<file path="src/rtl/sccb_pkg.sv">
// Shared types and constants for the SCCB register-init sequencer.
package sccb_pkg;

  typedef enum logic [3:0] {
    StIdle,
    StPwrup,
    StFetch,
    StDecode,
    StWrReq,
    StWrRel,
    StRdReq,
    StRdRel,
    StCheck,
    StDelay,
    StNext,
    StFinish
  } state_e;

  localparam logic [15:0] EndMarker = 16'hFFFF;
  localparam logic [7:0]  DelayTag  = 8'hFE;
  localparam int unsigned CntWidth  = 32;

endpackage

</file>
<file path="src/rtl/sccb_delay_counter.sv">
// Loadable down-counter shared by the power-up wait, table delays and the handshake timeout.
module sccb_delay_counter
  import sccb_pkg::*;
(
  input  logic                clk_i,
  input  logic                rst_i,
  input  logic                load_i,
  input  logic [CntWidth-1:0] load_val_i,
  input  logic                count_i,
  output logic                expire_o
);

  logic [CntWidth-1:0] cnt_q, cnt_d;

  always_comb begin
    cnt_d = cnt_q;
    if (load_i) begin
      cnt_d = load_val_i;
    end else if (count_i && (cnt_q != '0)) begin
      cnt_d = cnt_q - CntWidth'(1);
    end
  end

  always_ff @(posedge clk_i or posedge rst_i) begin
    if (rst_i) begin
      cnt_q <= '0;
    end else begin
      cnt_q <= cnt_d;
    end
  end

  // Expires on the last counted cycle, so a load of N spans exactly N cycles.
  assign expire_o = (cnt_q <= CntWidth'(1));

endmodule

</file>
<file path="src/rtl/sccb_init_sequencer.sv">
// Walks a {sub_addr, value} table and issues SCCB writes, optional readback checks and delays.
module sccb_init_sequencer
  import sccb_pkg::*;
#(
  parameter logic [7:0]  DEV_ID         = 8'h42,
  parameter logic [23:0] PWRUP_CYCLES   = 24'd1_000_000,
  parameter logic [15:0] DELAY_UNIT     = 16'd25_000,
  parameter logic [23:0] TIMEOUT_CYCLES = 24'd2_000_000,
  parameter bit          VERIFY         = 1'b1,
  parameter int unsigned MAX_RETRY      = 2
) (
  input  logic        xclk_i,
  input  logic        rst_i,
  input  logic        go_i,
  output logic        busy_o,
  output logic        init_done_o,
  output logic        error_o,
  output logic [7:0]  err_count_o,
  output logic [7:0]  tbl_addr_o,
  input  logic [15:0] tbl_data_i,
  output logic        sccb_start_o,
  output logic        sccb_rw_o,
  output logic [7:0]  sccb_ip_addr_o,
  output logic [7:0]  sccb_sub_addr_o,
  output logic [7:0]  sccb_data_in_o,
  input  logic [7:0]  sccb_data_out_i,
  input  logic        sccb_done_i
);

  localparam logic [CntWidth-1:0] TimeoutVal = CntWidth'(TIMEOUT_CYCLES);

  state_e        state_q, state_d;
  logic [7:0]    tbl_addr_q, tbl_addr_d;
  logic [15:0]   entry_q, entry_d;
  logic          init_done_q, init_done_d;
  logic          error_q, error_d;
  logic [7:0]    err_count_q, err_count_d;
  logic [7:0]    retry_q, retry_d;

  logic                cnt_load, cnt_en, cnt_expire;
  logic [CntWidth-1:0] cnt_load_val;

  sccb_delay_counter u_delay_counter (
    .clk_i      (xclk_i),
    .rst_i      (rst_i),
    .load_i     (cnt_load),
    .load_val_i (cnt_load_val),
    .count_i    (cnt_en),
    .expire_o   (cnt_expire)
  );

  always_comb begin
    state_d      = state_q;
    tbl_addr_d   = tbl_addr_q;
    entry_d      = entry_q;
    init_done_d  = init_done_q;
    error_d      = error_q;
    err_count_d  = err_count_q;
    retry_d      = retry_q;
    cnt_load     = 1'b0;
    cnt_load_val = '0;
    cnt_en       = 1'b0;

    unique case (state_q)
      StIdle: begin
        if (go_i) begin
          tbl_addr_d   = '0;
          init_done_d  = 1'b0;
          error_d      = 1'b0;
          err_count_d  = '0;
          cnt_load     = 1'b1;
          cnt_load_val = CntWidth'(PWRUP_CYCLES);
          state_d      = StPwrup;
        end
      end
      StPwrup: begin
        cnt_en = 1'b1;
        if (cnt_expire) state_d = StFetch;
      end
      StFetch: state_d = StDecode;
      StDecode: begin
        entry_d = tbl_data_i;
        retry_d = '0;
        if (tbl_data_i == EndMarker) begin
          state_d = StFinish;
        end else if (tbl_data_i[15:8] == DelayTag) begin
          if (tbl_data_i[7:0] == 8'h00) begin
            state_d = StNext;
          end else begin
            cnt_load     = 1'b1;
            cnt_load_val = CntWidth'(tbl_data_i[7:0]) * CntWidth'(DELAY_UNIT);
            state_d      = StDelay;
          end
        end else begin
          cnt_load     = 1'b1;
          cnt_load_val = TimeoutVal;
          state_d      = StWrReq;
        end
      end
      StWrReq, StRdReq: begin
        cnt_en = 1'b1;
        if (sccb_done_i) begin
          cnt_load     = 1'b1;
          cnt_load_val = TimeoutVal;
          state_d      = (state_q == StWrReq) ? StWrRel : StRdRel;
        end else if (cnt_expire) begin
          error_d = 1'b1;
          state_d = StFinish;
        end
      end
      StWrRel, StRdRel: begin
        cnt_en = 1'b1;
        if (!sccb_done_i) begin
          if (state_q == StRdRel) begin
            state_d = StCheck;
          end else if (VERIFY) begin
            cnt_load     = 1'b1;
            cnt_load_val = TimeoutVal;
            state_d      = StRdReq;
          end else begin
            state_d = StNext;
          end
        end else if (cnt_expire) begin
          error_d = 1'b1;
          state_d = StFinish;
        end
      end
      StCheck: begin
        state_d = StNext;
        if (sccb_data_out_i != entry_q[7:0]) begin
          if (err_count_q != 8'hFF) err_count_d = err_count_q + 8'd1;
          if (32'(retry_q) < MAX_RETRY) begin
            retry_d      = retry_q + 8'd1;
            cnt_load     = 1'b1;
            cnt_load_val = TimeoutVal;
            state_d      = StWrReq;
          end else begin
            error_d = 1'b1;
          end
        end
      end
      StDelay: begin
        cnt_en = 1'b1;
        if (cnt_expire) state_d = StNext;
      end
      StNext: begin
        if (tbl_addr_q == 8'hFF) begin
          state_d = StFinish;
        end else begin
          tbl_addr_d = tbl_addr_q + 8'd1;
          state_d    = StFetch;
        end
      end
      StFinish: begin
        // A slave may still be holding done after a timeout; wait for it to release.
        if (!sccb_done_i) begin
          init_done_d = 1'b1;
          state_d     = StIdle;
        end
      end
      default: state_d = StIdle;
    endcase
  end

  always_ff @(posedge xclk_i or posedge rst_i) begin
    if (rst_i) begin
      state_q     <= StIdle;
      tbl_addr_q  <= '0;
      entry_q     <= '0;
      init_done_q <= 1'b0;
      error_q     <= 1'b0;
      err_count_q <= '0;
      retry_q     <= '0;
    end else begin
      state_q     <= state_d;
      tbl_addr_q  <= tbl_addr_d;
      entry_q     <= entry_d;
      init_done_q <= init_done_d;
      error_q     <= error_d;
      err_count_q <= err_count_d;
      retry_q     <= retry_d;
    end
  end

  assign busy_o          = (state_q != StIdle) && (state_q != StFinish);
  assign init_done_o     = init_done_q;
  assign error_o         = error_q;
  assign err_count_o     = err_count_q;
  assign tbl_addr_o      = tbl_addr_q;
  assign sccb_start_o    = (state_q == StWrReq) || (state_q == StRdReq);
  assign sccb_rw_o       = (state_q == StRdReq) || (state_q == StRdRel);
  assign sccb_ip_addr_o  = sccb_rw_o ? (DEV_ID | 8'h01) : (DEV_ID & 8'hFE);
  assign sccb_sub_addr_o = entry_q[15:8];
  assign sccb_data_in_o  = entry_q[7:0];

endmodule

</file>
<file path="config.mk">
export PLATFORM = sky130hd
export DESIGN_NAME = sccb_init_sequencer
export DESIGN_NICKNAME = d
export VERILOG_FILES = /design/src/rtl/sccb_pkg.sv /design/src/rtl/sccb_delay_counter.sv /design/src/rtl/sccb_init_sequencer.sv
export SDC_FILE = /design/constraint.sdc
export NUM_CORES = 1
export LEC_CHECK = 0
export ABC_AREA = 1
export CAP_MARGIN = 0
export CELL_PAD_IN_SITES_DETAIL_PLACEMENT = 0
export CELL_PAD_IN_SITES_GLOBAL_PLACEMENT = 2
export CORE_MARGIN = 2
export CORE_UTILIZATION = 30
export DETAILED_ROUTE_END_ITERATION = 8
export PLACE_DENSITY = 0.81
export SYNTH_ARGS = -nofsm -noshare
export SYNTH_HDL_FRONTEND = slang
export SYNTH_HIERARCHICAL = 1
export SYNTH_SLANG_ARGS = --single-unit
</file>
<file path="constraint.sdc">
create_clock -name xclk_i -period 3.06 [get_ports xclk_i]
set_input_delay 0.306 -clock xclk_i [delete_from_list [all_inputs] [get_ports xclk_i]]
set_output_delay 0.306 -clock xclk_i [all_outputs]
set_load 0.01 [all_outputs]
</file>
# == Word level (Yosys, flattened, before mapping) ==
# Cells that the tools add are included.
# totals
reg_bits,78
input_bits,28
elab_cells,124
# classes
addsub,4
n_mul,1
order_cmp,2
n_eq_ne,28
n_mux,58
reduce_logical,23
# ops
cell,n
one-hot mux 32 bit (5 select lines),1
2-to-1 mux 32 bit,4
2-to-1 mux 21 bit,5
2-to-1 mux 4 bit,13
2-to-1 mux 8 bit,6
one-hot mux 8 bit (2 select lines),3
one-hot mux 4 bit (10 select lines),1
<= comparator 32 x 1 -> 1 bit (second input constant),1
nonzero test 32 bit,1
subtractor 32 x 1 -> 32 bit (second input constant),1
adder 8 x 1 -> 8 bit (second input constant),3
2-to-1 mux 23 bit,1
inequality test 2 bit (second input constant),11
multiplier 8 x 12 -> 20 bit (second input constant),1
2-to-1 mux 20 bit,1
2-to-1 mux 1 bit,18
== test 16 bit (second input constant),1
== test 4 x 3 -> 1 bit (second input constant),4
== test 4 bit (second input constant),4
== test 8 bit (second input constant),2
nonzero test 2 bit,5
AND reduction 3 bit,3
== test 4 x 2 -> 1 bit (second input constant),2
zero test 8 bit,1
17 further kinds,23

# == Logic depth before layout (Yosys ltp) ==
# Gate-level depths: netlist of the first run.
# logic_depth
word_depth,6
depth_mapped,21

# == By module ==
# The synthesis of the first run kept the hierarchy.
# modules_own_cells
module,n_inst,cells_per_inst,area_per_inst_um2,seq_area_each_um2
sccb_init_sequencer,1,588,4448.0,1151.1
sccb_delay_counter,1,424,2555.0,800.8

# == Worst setup path before layout of the first run ==
# No wires, ideal clock.
# synth_path
kind,in2reg
start,in tbl_data_i[6]
end,reg u_delay_counter.cnt_q[22]
setup_ps,117
arrival_ps,3363
required_ps,2943
slack_ps,-420
path_stages,17
n_path_buf,0
path_cell_list,inv_1 ha_1 ha_1 fa_1 fa_1 ha_1 a21oi_1 nor2_1 nor2_1 inv_1 a21oi_1 nand3_1 nand2_1 nor2_1 or2_2 nand3_1 nand2_1
# synth_via
elab_chain_cells,6
elab_cells_between_ends,13
cone_classes,mul (1); eq/ne (1); mux (9); reduce/logical (2)
# synth_rtl
item,line_no,text
from (decl),sccb_init_sequencer.sv:20,"input logic [15:0] tbl_data_i,"
multiplier 8 x 12 -> 20 bit / zero test 8 bit (equally long branches),"sccb_init_sequencer.sv:91, sccb_init_sequencer.sv:87",
2-to-1 mux 23 bit,sccb_init_sequencer.sv:87,if (tbl_data_i[7:0] == 8'h00) begin
2-to-1 mux 32 bit,sccb_init_sequencer.sv:86,end else if (tbl_data_i[15:8] == DelayTag) begin
2-to-1 mux 32 bit *,sccb_init_sequencer.sv:84,if (tbl_data_i == EndMarker) begin
one-hot mux 32 bit (5 select lines) *,sccb_init_sequencer.sv:64,unique case (state_q)
named net cnt_load_val[22],sccb_init_sequencer.sv:41,logic [CntWidth-1:0] cnt_load_val;
2-to-1 mux 32 bit *,sccb_delay_counter.sv:17,if (load_i) begin
to (signal assigned),sccb_delay_counter.sv:28,cnt_q <= cnt_d;
to (decl),sccb_delay_counter.sv:13,"logic [CntWidth-1:0] cnt_q, cnt_d;"
# Mark *: on every way through the listed nets, which the timed path passes. The rest lies on a longest branch.
# A chain may end at the register's enable or synchronous reset.

# == Worst setup path after layout of the first run ==
# layout_path
start,in tbl_data_i[6]
end,reg u_delay_counter.cnt_q[19]
# Same word-level chain as after synthesis.

==> flow_metrics.tcl, run 1 <==
set metrics [dict create \
    outcome "complete, but fails checks" \
    violations "setup timing" \
    rsz0062_at_grt "true" \
    cp.arrival_ps 3360 \
    grt_max_degree 39 \
    fin_nets 1272 \
    ys_seq_area_share_pct 27.87 \
    cpPeakStageDelay_ps 500 \
    layout-drive-gt1-share_pct 21.47 \
    routed_via_density 4.476 \
    synth_top_area_share_pct 27.87 \
    worst_setup_path_end_kind "flip-flop" \
    area_delta_synth_final_pct 36.91 \
    synth-main-ff-cell "dfrtp_1" \
    ir_drop_v 0.0005125 \
    grt_first_pass_wirelength_um 34000 \
    cts_tree "done" \
    num_rows 55 \
    hp-class "input pin to async pin" \
    gr-total-overflow 0 \
    core-area_um2 22780 \
    dpl.cell_count 1463 \
    dieArea_um2 24580 \
    io_pins 73 \
    layout_commonest_cell "nand2_1" \
    maxCapViolCount 0 \
    finalClockSkew_ps 11.45 \
    synthCells 1012 \
    cp_common_cell "nand2_1" \
    worstMarginPinSlew_ps 640.6 \
    nFillCells 2359 \
    die_height_um 156.8 \
    clk_latency_ps 350 \
    antenna_cells 0 \
    clkTransAtPathRegs_ps 70 \
    layout_common_cells "nand2_1 (303), nor2_1 (114), inv_1 (96)" \
    tns_ps -214.9 \
    clkSinkCount 78 \
    synth_edf_count 0 \
    ys_async_sr_fraction_pct 100.0 \
    slew_headroom_pct 57.25 \
    portBuffers 65 \
    place_congestion 0.8366 \
    avgSynthCellArea_um2 6.920 \
    cts_root_buf "clkbuf_16" \
    hold_viol 0 \
    crit_chain "buf_8 -> clkinvlp_4 -> ha_4 -> ha_4 -> fa_1 -> fa_1 -> ha_4 -> nand2_1 -> nand2_1 -> nand2_1 -> and2_1 -> nand3_2 -> nand2_1 -> nand3_1 -> nand2_1 -> nand2_1 -> nand2_1 -> or2_4 -> nand3_2 -> nand2_2" \
    dpl.hpwl_um 16170 \
    h-tree-depth 3 \
    critPathSlowestCell "fa_1" \
    drt_first_pass_iters 7 \
    wl_per_cell_um 13.74 \
    yosys.area.top_type "dfrtp_1" \
    ys_types 45 \
    initial_core_util_pct 30.74 \
    ctsLongestPathBuffers 2 \
    p_per_area_nw_per_um2 899.7 \
    post-route-worst-setup-slack_ps -68.07 \
    leakagePower_nw 4.664 \
    fmax_mhz 319.7 \
    setup-violations-final 5 \
    power.total_w 0.008627 \
    synth_seq_cells 78 \
    grt_pass1_vias 6524 \
    start_kind "input pin" \
    cp.required_ps 3300 \
    ys_warn_count 6 \
    ant_nets 0 \
    synth.top_cells.by_area "dfrtp_1 (28%), nand2_1 (17%), ha_1 (11%)" \
    synth.cell_area_um2 7003 \
    wl_um 20430 \
    final_cells 1487 \
    drc 0 \
    grt_util_all_layers_pct 17.42 \
    grt_antenna_before_repair 0 \
    path_class "input pin to flip-flop" \
    cts_buffers 9 \
    fin_crit_ps 3128 \
    vias 6656 \
    drt_iter0_markers 303 \
    drv_slew 0 \
    timing.final.crit_share_pct 102.2 \
    worstPathMaxFanout 4 \
    die-width_um 156.8 \
]
sequential cells by signal, indices dropped and copies added, names as in the netlist:
register and cells:
u_delay_counter/cnt_q 32, entry_q 16, err_count_o 8, retry_q 8, tbl_addr_o 8, state_q 4, error_o 1, init_done_o 1
cell usage after synthesis, types with 3 or more instances:
| master | n |
|---|---|
| nand4_1 | 16 |
| o21bai_1 | 4 |
| xnor2_1 | 17 |
| inv_1 | 102 |
| nand3b_1 | 3 |
| or2_2 | 11 |
| o21ai_0 | 43 |
| nand2_2 | 12 |
| nand3_1 | 81 |
| fa_1 | 12 |
| nand2_1 | 318 |
| nor3_1 | 7 |
| clkbuf_1 | 9 |
| dfrtp_1 | 78 |
| nand2_4 | 3 |
| nor2_2 | 3 |
| nor2_8 | 4 |
| xor2_1 | 8 |
| nor2_1 | 117 |
| buf_4 | 9 |
| o21ai_2 | 7 |
| a21oi_1 | 26 |
| ha_1 | 63 |
| buf_6 | 5 |
| o21ai_1 | 21 |
| inv_2 | 10 |
report_power, final:
group | switching (W) | internal [W] | leakage [nW]
clock | 0.000515 | 0.000656 | 0.152
sequential | 0.000352 | 0.00138 | 1.02
combinational | 0.00329 | 0.00244 | 3.49
layer usage:
layer	up-vias	track usage, %	part of all wire (%)
met2	71	28.80	47
met5	-	0	0
met4	0	3.888	0.97
li1	3531	-	-
met1	3038	24.30	50
met3	16	2.132	2.0
through the flow:
stage	hold WS [ps]	setup WS (ps)	util (%)	instance area, um^2
after floorplan	422.2	-196.5	-	7281
after global placement	456.6	-970.6	38.55	8781
after detailed placement	459.1	-1035	38.55	8781
after CTS	213.5	-21.98	41.18	9379
after global routing	225.9	-231.0	42.09	9588
final	212.3	-68.07	42.09	9588
critical path, delay by kind of cell:
kind,cells,cell delay [ps]
AND/OR/NAND/NOR,13,1060
buffers and inverters,2,220
adder cells (fa/ha/maj),5,1780
repair_timing:
item	CTS	global route
hold buffers	0	0
setup buffers	7	4
endpoints found under the setup margin	14	12
gates resized for setup	75	43
endpoints found under the hold margin	0	0
pin swaps	36	44
area by class of cell:
class                      instances  area (um^2)  share of cell area [%]
inverter                         113        435.4                   4.541
multi-input combinational        812         5097                   53.16
tap                              313        391.6                   4.085
timing repair buffer             155         1398                   14.58
sequential                        78         1952                   20.36
clock buffer                       9        225.2                   2.349
clock inverter                     7        88.84                  0.9265
cell families after synthesis:
logic type | after synthesis | synth area share, %
xor+xnor | 25 | 3.127
simple gates | 584 | 36.75
other cells | 2 | 0.1072
buf+inv | 139 | 8.772
compound gates | 109 | 8.683
flops | 78 | 27.87
fa+ha+maj | 75 | 14.69
worst paths after layout:
| path | from | endpoint | slack, ps | cells after the start |
|---|---|---|---|---|
| max | tbl_data_i[6] | u_delay_counter/cnt_q[19]$_DFFE_PP0P_ | -70 | 20 |
| min | rst_i | tbl_addr_o[2]$_DFFE_PP0P_ | 210 | 2 |
| max reg2reg | state_q[1]$_DFFE_PP0P_ | u_delay_counter/cnt_q[25]$_DFFE_PP0P_ | 530 | 17 |
| min reg2reg | entry_q[12]$_DFFE_PP0P_ | entry_q[12]$_DFFE_PP0P_ | 470 | 2 |
| max in group asynchronous | rst_i | u_delay_counter/cnt_q[11]$_DFFE_PP0P_ | 1940 | 3 |
| min in group xclk_i | tbl_data_i[2] | entry_q[2]$_DFFE_PP0P_ | 340 | 4 |
No activity file was read; power rests on OpenSTA's default activity.
==> run 2: changes to the inputs <==
- CTS_CLUSTER_DIAMETER: unset -> 30
- HOLD_SLACK_MARGIN: unset -> 0.05
==> results of run 2 <==
Same layout as run 1: the final DEF is identical, and so are final timing and power.
